===== src/rtl/tlu_pkg.sv =====
// TLU receiver shared types: handshake FSM states and default ID width.
package tlu_pkg;

  localparam int TLU_ID_WIDTH = 15;

  typedef enum logic [2:0] {
    IDLE,
    WAIT_LOW,
    CLK_HIGH,
    CLK_LOW,
    DONE,
    HOLD
  } tlu_state_t;

endpackage


===== src/rtl/tlu_bit_sync.sv =====
// Two-flop synchroniser for the asynchronous TLU trigger/data line.
module tlu_bit_sync (
  input  logic clk,
  input  logic rst_n,
  input  logic d,
  output logic q
);

  logic meta;

  always_ff @(posedge clk) begin
    if (!rst_n) begin
      meta <= 1'b0;
      q    <= 1'b0;
    end else begin
      meta <= d;
      q    <= meta;
    end
  end

endmodule


===== src/rtl/tlu_dut_rx.sv =====
// TLU trigger handshake receiver: BUSY handshake, serial ID readout, counters.
// Optional TLU_DUT_RX_ID_CHECK_EN adds ID_ERR_CNT sequence checking.
module tlu_dut_rx
  import tlu_pkg::*;
#(
  parameter int ID_WIDTH = TLU_ID_WIDTH
) (
  input  logic                SYS_CLK,
  input  logic                SYS_RST_N,
  input  logic                ENABLE,
  input  logic [7:0]          CONF_CLK_DIV,
  input  logic [15:0]         CONF_TIME_OUT,
  input  logic                DUT_VETO,
  input  logic                TLU_TRIGGER,
  output logic                TLU_BUSY,
  output logic                TLU_CLOCK,
  output logic [ID_WIDTH-1:0] TRIG_ID,
  output logic                TRIG_VALID,
  output logic [7:0]          TIMEOUT_CNT,
  output logic [31:0]         TRIG_CNT
`ifdef TLU_DUT_RX_ID_CHECK_EN
  ,
  output logic [7:0]          ID_ERR_CNT
`endif
);

  localparam int IW = (ID_WIDTH > 1) ? $clog2(ID_WIDTH) : 1;

  tlu_state_t state_q, state_d;

  logic                trig_s;
  logic                trig_h;
  logic                rise_q;
  logic [7:0]          half;
  logic [7:0]          div_cnt;
  logic [15:0]         to_cnt;
  logic [IW-1:0]       bit_idx;
  logic [ID_WIDTH-1:0] id_q;
  logic                half_end;
  logic                to_hit;
  logic                last_bit;

  tlu_bit_sync u_sync (
    .clk   (SYS_CLK),
    .rst_n (SYS_RST_N),
    .d     (TLU_TRIGGER),
    .q     (trig_s)
  );

  // Rise strobe is registered and only armed in IDLE, so edges seen
  // during a transaction can never leak into the next one.
  always_ff @(posedge SYS_CLK) begin
    if (!SYS_RST_N) begin
      trig_h <= 1'b0;
      rise_q <= 1'b0;
    end else begin
      trig_h <= trig_s;
      rise_q <= trig_s & ~trig_h & (state_q == IDLE);
    end
  end

  assign half     = (CONF_CLK_DIV == 8'd0) ? 8'd1 : CONF_CLK_DIV;
  assign half_end = (div_cnt == half - 8'd1);
  assign to_hit   = ({1'b0, to_cnt} + 17'd1) >= {1'b0, CONF_TIME_OUT};
  assign last_bit = (bit_idx == IW'(ID_WIDTH - 1));

  always_ff @(posedge SYS_CLK) begin
    if (!SYS_RST_N) state_q <= IDLE;
    else            state_q <= state_d;
  end

  always_comb begin
    state_d = state_q;
    unique case (state_q)
      IDLE:     if (ENABLE && rise_q) state_d = WAIT_LOW;
      WAIT_LOW: begin
        if (!trig_s)     state_d = CLK_HIGH;
        else if (to_hit) state_d = IDLE;
      end
      CLK_HIGH: if (half_end) state_d = CLK_LOW;
      CLK_LOW:  if (half_end) state_d = last_bit ? DONE : CLK_HIGH;
      DONE:     state_d = HOLD;
      HOLD:     if (!DUT_VETO) state_d = IDLE;
      default:  state_d = IDLE;
    endcase
  end

  always_ff @(posedge SYS_CLK) begin
    if (!SYS_RST_N) begin
      TLU_BUSY    <= 1'b0;
      TLU_CLOCK   <= 1'b0;
      TRIG_VALID  <= 1'b0;
      TRIG_ID     <= '0;
      TIMEOUT_CNT <= 8'd0;
      TRIG_CNT    <= 32'd0;
      div_cnt     <= 8'd0;
      to_cnt      <= 16'd0;
      bit_idx     <= '0;
      id_q        <= '0;
    end else begin
      TLU_BUSY   <= (state_d != IDLE);
      TLU_CLOCK  <= (state_d == CLK_HIGH);
      TRIG_VALID <= (state_q == DONE);
      div_cnt    <= (state_d != state_q) ? 8'd0 : div_cnt + 8'd1;
      to_cnt     <= (state_q == WAIT_LOW) ? to_cnt + 16'd1 : 16'd0;
      if (state_q == WAIT_LOW && trig_s && to_hit
          && TIMEOUT_CNT != 8'hff)
        TIMEOUT_CNT <= TIMEOUT_CNT + 8'd1;
      if (state_q == WAIT_LOW)
        bit_idx <= '0;
      else if (state_q == CLK_LOW && half_end && !last_bit)
        bit_idx <= bit_idx + 1'b1;
      if (state_q == CLK_LOW && half_end)
        id_q[bit_idx] <= trig_s;
      if (state_q == DONE) begin
        TRIG_ID  <= id_q;
        TRIG_CNT <= TRIG_CNT + 32'd1;
      end
    end
  end

`ifdef TLU_DUT_RX_ID_CHECK_EN
  logic                have_prev;
  logic [ID_WIDTH-1:0] id_exp;

  assign id_exp = TRIG_ID + ID_WIDTH'(1);

  always_ff @(posedge SYS_CLK) begin
    if (!SYS_RST_N) begin
      have_prev  <= 1'b0;
      ID_ERR_CNT <= 8'd0;
    end else if (state_q == DONE) begin
      have_prev <= 1'b1;
      if (have_prev && id_q != id_exp && ID_ERR_CNT != 8'hff)
        ID_ERR_CNT <= ID_ERR_CNT + 8'd1;
    end
  end
`endif

endmodule


===== config.mk =====
export PLATFORM = sky130hd
export DESIGN_NAME = tlu_dut_rx
export DESIGN_NICKNAME = d
export VERILOG_FILES = /design/src/rtl/tlu_pkg.sv /design/src/rtl/tlu_bit_sync.sv /design/src/rtl/tlu_dut_rx.sv
export SDC_FILE = /design/constraint.sdc
export NUM_CORES = 1
export LEC_CHECK = 0
export ABC_CLOCK_PERIOD_IN_PS = 4100
export CORE_MARGIN = 8
export CORE_UTILIZATION = 56
export CTS_BUF_LIST = sky130_fd_sc_hd__clkbuf_8
export DETAILED_ROUTE_END_ITERATION = 8
export GPL_TIMING_DRIVEN = 0
export PLACE_DENSITY = 0.83
export SLEW_MARGIN = 20
export SYNTH_ARGS = -nofsm -noshare
export SYNTH_HDL_FRONTEND = slang
export SYNTH_SLANG_ARGS = --single-unit

===== constraint.sdc =====
create_clock -name SYS_CLK -period 4.1 [get_ports SYS_CLK]
set_clock_uncertainty 0.15 [all_clocks]
set_input_delay 1.23 -clock SYS_CLK [delete_from_list [all_inputs] [get_ports SYS_CLK]]
set_output_delay 1.23 -clock SYS_CLK [all_outputs]
set_load 0.02 [all_outputs]

==> flow_summary.rst, run 1 <==
.. list-table::
   :header-rows: 1

   * - Metric
     - Value
   * - Part of the power in combinational logic
     - 5.5%
   * - Transition at the pin with the smallest max-transition slack
     - 0.7946 ns
   * - Async set or reset register ratio after synthesis
     - 0%
   * - Ports
     - 87
   * - Critical path class
     - input port to register
   * - Static power due to leakage
     - 2.555 nW
   * - Antenna-violating nets left
     - 0
   * - Most frequently used cell type in the post-synthesis netlist
     - dfxtp_1
   * - Cell count after placement
     - 822
   * - Net count after synthesis
     - between 600 and 700
   * - Sequential fraction of the synthesis area
     - 40.35%
   * - Total Nets Final
     - roughly 760
   * - Number of placement rows
     - 35
   * - Avg Vias per Cell
     - 5.319
   * - Starting utilization of the core area
     - between 50% and 60%
   * - RD Place Congestion
     - 0.8146
   * - Post-route cell area
     - 6611 um2
   * - Flop and latch count out of synthesis
     - 108
   * - Placed Area
     - roughly 6400 um2
   * - Post-synthesis instance area
     - about 5400 um2
   * - Fraction of final layout cells with drive strength greater than 1
     - 5.360%
   * - Critical-path maximum fanout
     - 10
   * - Worst EP arrival
     - approximately 4.1 ns
   * - Type of destination of the critical path
     - register
   * - Number of antenna violations at the first check in global routing
     - 0
   * - Max-cap viol count
     - 0
   * - First DRT Iteration DRCs
     - 258
   * - Highest clock rate
     - 250.7 MHz
   * - Area share of the largest cell type after synthesis
     - between 40 and 50%
   * - Critical path, cell by cell
     - clkdlybuf4s50_1 > nor4_4 > a21oi_2 > ha_2 > nand2_1 > or4_1 > a2111oi_4 > buf_6 > nand4_4 > or3_1 > a21oi_1
   * - Die Outline Area
     - 12960 um2
   * - Clock latency on the worst-skew pair
     - ~0.38 ns
   * - Relative area change from synthesis to final layout
     - 23.37%
   * - Mapped Avg Cell Area
     - roughly 8.8 um2
   * - Relative max-transition margin
     - 46.54%
   * - Maximum cell stage delay along the critical path
     - 0.58 ns
   * - Clock share of power
     - 36.0%
   * - Final period utilization
     - 97.29%
   * - Final wirelength
     - about 12 mm
   * - TritonCTS clock tree
     - done
   * - Average detailed-routed wire length per instance
     - 14.48 um
   * - DRC violations left
     - 0
   * - Final count of negative-setup-slack endpoints
     - 0
   * - Post-synth EDFFs
     - 0
   * - Drt first pass iters
     - 4
   * - Outcome
     - finished, final reports clean
   * - Post-synthesis instance total
     - 608
   * - CP startpoint kind
     - input port
   * - Slew Viols, Final
     - 0
   * - Number of buffers on the longest clock path
     - 2
   * - Quantity of I/O buffers inserted on ports
     - 85
   * - Hold/Removal Path Class
     - register to register
   * - Area leader, netlist
     - dfxtp_1
   * - Total Neg Setup Slack
     - 0 ns
   * - IR Drop Worst-Case VDD
     - 230.3 uV
   * - Count of antenna diodes in the layout
     - 0
   * - Number of sinks handled by clock tree synthesis
     - 108
   * - Cell internal power dissipation
     - roughly 1.4 mW
   * - Final non-filler cell total
     - 838
   * - Total vias in the final route
     - between 4000 and 5000
   * - Global-route wire length before repair
     - roughly 20 mm
   * - Root Buffer Master
     - clkbuf_8
   * - Clock Pin Slew Worst Setup and Hold Paths
     - roughly 0.09 ns
   * - Total gr overflow
     - 0
   * - Net Sw Frac
     - 23.18%
   * - Cell variety after synth
     - 57
   * - DIE HEIGHT
     - 113.8 um
   * - Overall Global Routing Usage
     - 18.78%
   * - CTS buffer count
     - 9
   * - Final critical delay including setup and external delays
     - between 3 and 4 ns
   * - Synth Flop Type
     - dfxtp_1
   * - Most frequent cells after synthesis
     - 108 x dfxtp_1, 76 x nand2_1, 41 x nand3_1, 41 x xnor2_1, 36 x and2_1
   * - Part of the total power dissipated in sequential elements
     - between 50% and 60%
   * - Pin count of the biggest net entering global routing
     - 19
   * - Synth area leaders
     - dfxtp_1 40%, xnor2_1 6.7%, ha_1 5.8%
   * - CTS H-tree depth
     - 3
   * - Horiz. Die Dim
     - 113.8 um
   * - Pwr dens
     - about 270 nW/um2
   * - Via count of the first global-routing pass
     - between 4000 and 5000
   * - Yosys warning count
     - 0
   * - Slowest cell on the critical path
     - clkdlybuf4s50_1
   * - Half-perimeter wire length after detailed placement
     - roughly 9.4 mm
   * - Total core area
     - 9284 um2
   * - Power dissipated by switching net loads
     - around 0.42 mW
   * - Worst endpoint required time
     - 4.26 ns
   * - Number of endpoints with negative hold slack in the final report
     - 0
power by group through the flow:
stage / Combinational [mW] / Sequential [mW] / Clock (mW)
2_1_floorplan: 0.0503 / 1.08 / 0
3_3_place_gp: 0.0918 / 1.08 / 0
3_5_place_dp: 0.0959 / 1.08 / 0
4_1_cts: 0.0984 / 1.06 / 0.665
5_1_grt: 0.111 / 1.06 / 0.699
6_report: 0.100 / 1.06 / 0.651
worst paths after layout:
kind,from,endpoint,slack (ns),depth (start not counted)
setup / recovery,CONF_CLK_DIV[4],bit_idx[3],0.11,11
hold / removal,id_q[1],id_q[1],0.32,2
setup reg to reg,to_cnt[0],TIMEOUT_CNT[5],0.36,14
hold reg to reg,id_q[1],id_q[1],0.32,2
state kept, by name (all words and copies together), names as in the netlist, 3 cells and up:
name         flops
TRIG_CNT        32
div_cnt          8
TRIG_ID         15
state_q          3
bit_idx          4
id_q            15
to_cnt          16
TIMEOUT_CNT      8
critical path, delay by kind of cell:
kind	cells	cell delay, ns
simple gates	5	1.11
fa+ha+maj	1	0.25
buf+inv	2	0.78
compound gates	3	0.76
per-layer routing:
metal  share of wire, %  vias up  track usage (%)  routed length [um]
li1                   -     2260                -                   -
met1                 42     2105            21.07                5104
met2                 52       79            34.79                6317
met3                4.9       13            4.543                 589
met4                1.0        0            4.259                 126
met5                  0        -                0                   0
cells by family after synthesis:
logic type | count (synthesis) | share of synthesized area (%)
xor gates and xnor gates | 63 | 10.30
muxes | 19 | 3.549
AOI/OAI and AO/OA | 66 | 8.383
and+or+nand+nor | 277 | 27.90
adders and majority gates | 25 | 5.837
DFF | 108 | 40.35
buffers and inverters | 50 | 3.689
final cells by class:
type                            count  area [um2]
Fill cell                         722        2673
Multi-Input combinational cell    450        3034
Timing Repair Buffer               86       862.1
Clock buffer                        9       123.9
Inverter                           28       105.1
Clock inverter                      6       70.07
Buffer                             22       92.59
Tap cell                          129       161.4
Sequential cell                   108        2162
per-stage QoR:
stage / util [%] / setup slack, ns / hold WS (ns) / power, mW
floorplan: - / 0.3758 / 0.2619 / 1.131
global placement: 68.63 / -0.4347 / 0.2754 / 1.174
detailed placement: 68.63 / -0.5488 / 0.2977 / 1.178
CTS: 70.93 / 0.003858 / 0.3181 / 1.821
global route: 71.21 / -0.007338 / 0.3383 / 1.869
finish: 71.21 / 0.1111 / 0.3173 / 1.809
cell usage in the layout (no fill, tap or decap), drive strengths merged, types with 12 or more instances in the layout:
| cell | Yosys | routed |
|---|---|---|
| nor2b | 20 | 20 |
| nand2 | 76 | 76 |
| nand4 | 18 | 18 |
| ha | 25 | 25 |
| o21ai | 12 | 12 |
| and2 | 37 | 37 |
| clkbuf | 17 | 26 |
| xnor2 | 41 | 41 |
| nor2 | 25 | 25 |
| clkdlybuf4s50 | 0 | 82 |
| xor2 | 22 | 22 |
| nor3 | 13 | 13 |
| dfxtp | 108 | 108 |
| a21oi | 13 | 13 |
| nand3 | 41 | 41 |
| mux2i | 19 | 19 |
| inv | 28 | 32 |
| a21boi | 22 | 22 |
what timing repair did:
item,CTS,global route
buffers inserted,0,1
pin swaps,0,4
hold buffers,0,0
hold endpoints to repair,0,0
setup endpoints to repair,19,28
gates resized for setup,3,6
No activity file was read; power rests on OpenSTA's default activity.
==> inputs of run 2 (changes only) <==
--- a/config.mk
+++ b/config.mk
@@ -5,7 +5,6 @@
 export SDC_FILE = /design/constraint.sdc
 export NUM_CORES = 1
 export LEC_CHECK = 0
-export ABC_CLOCK_PERIOD_IN_PS = 4100
 export CORE_MARGIN = 8
 export CORE_UTILIZATION = 56
 export CTS_BUF_LIST = sky130_fd_sc_hd__clkbuf_8
==> results of run 2 <==
Same layout as run 1: the final DEF is identical, and so are final timing and power.
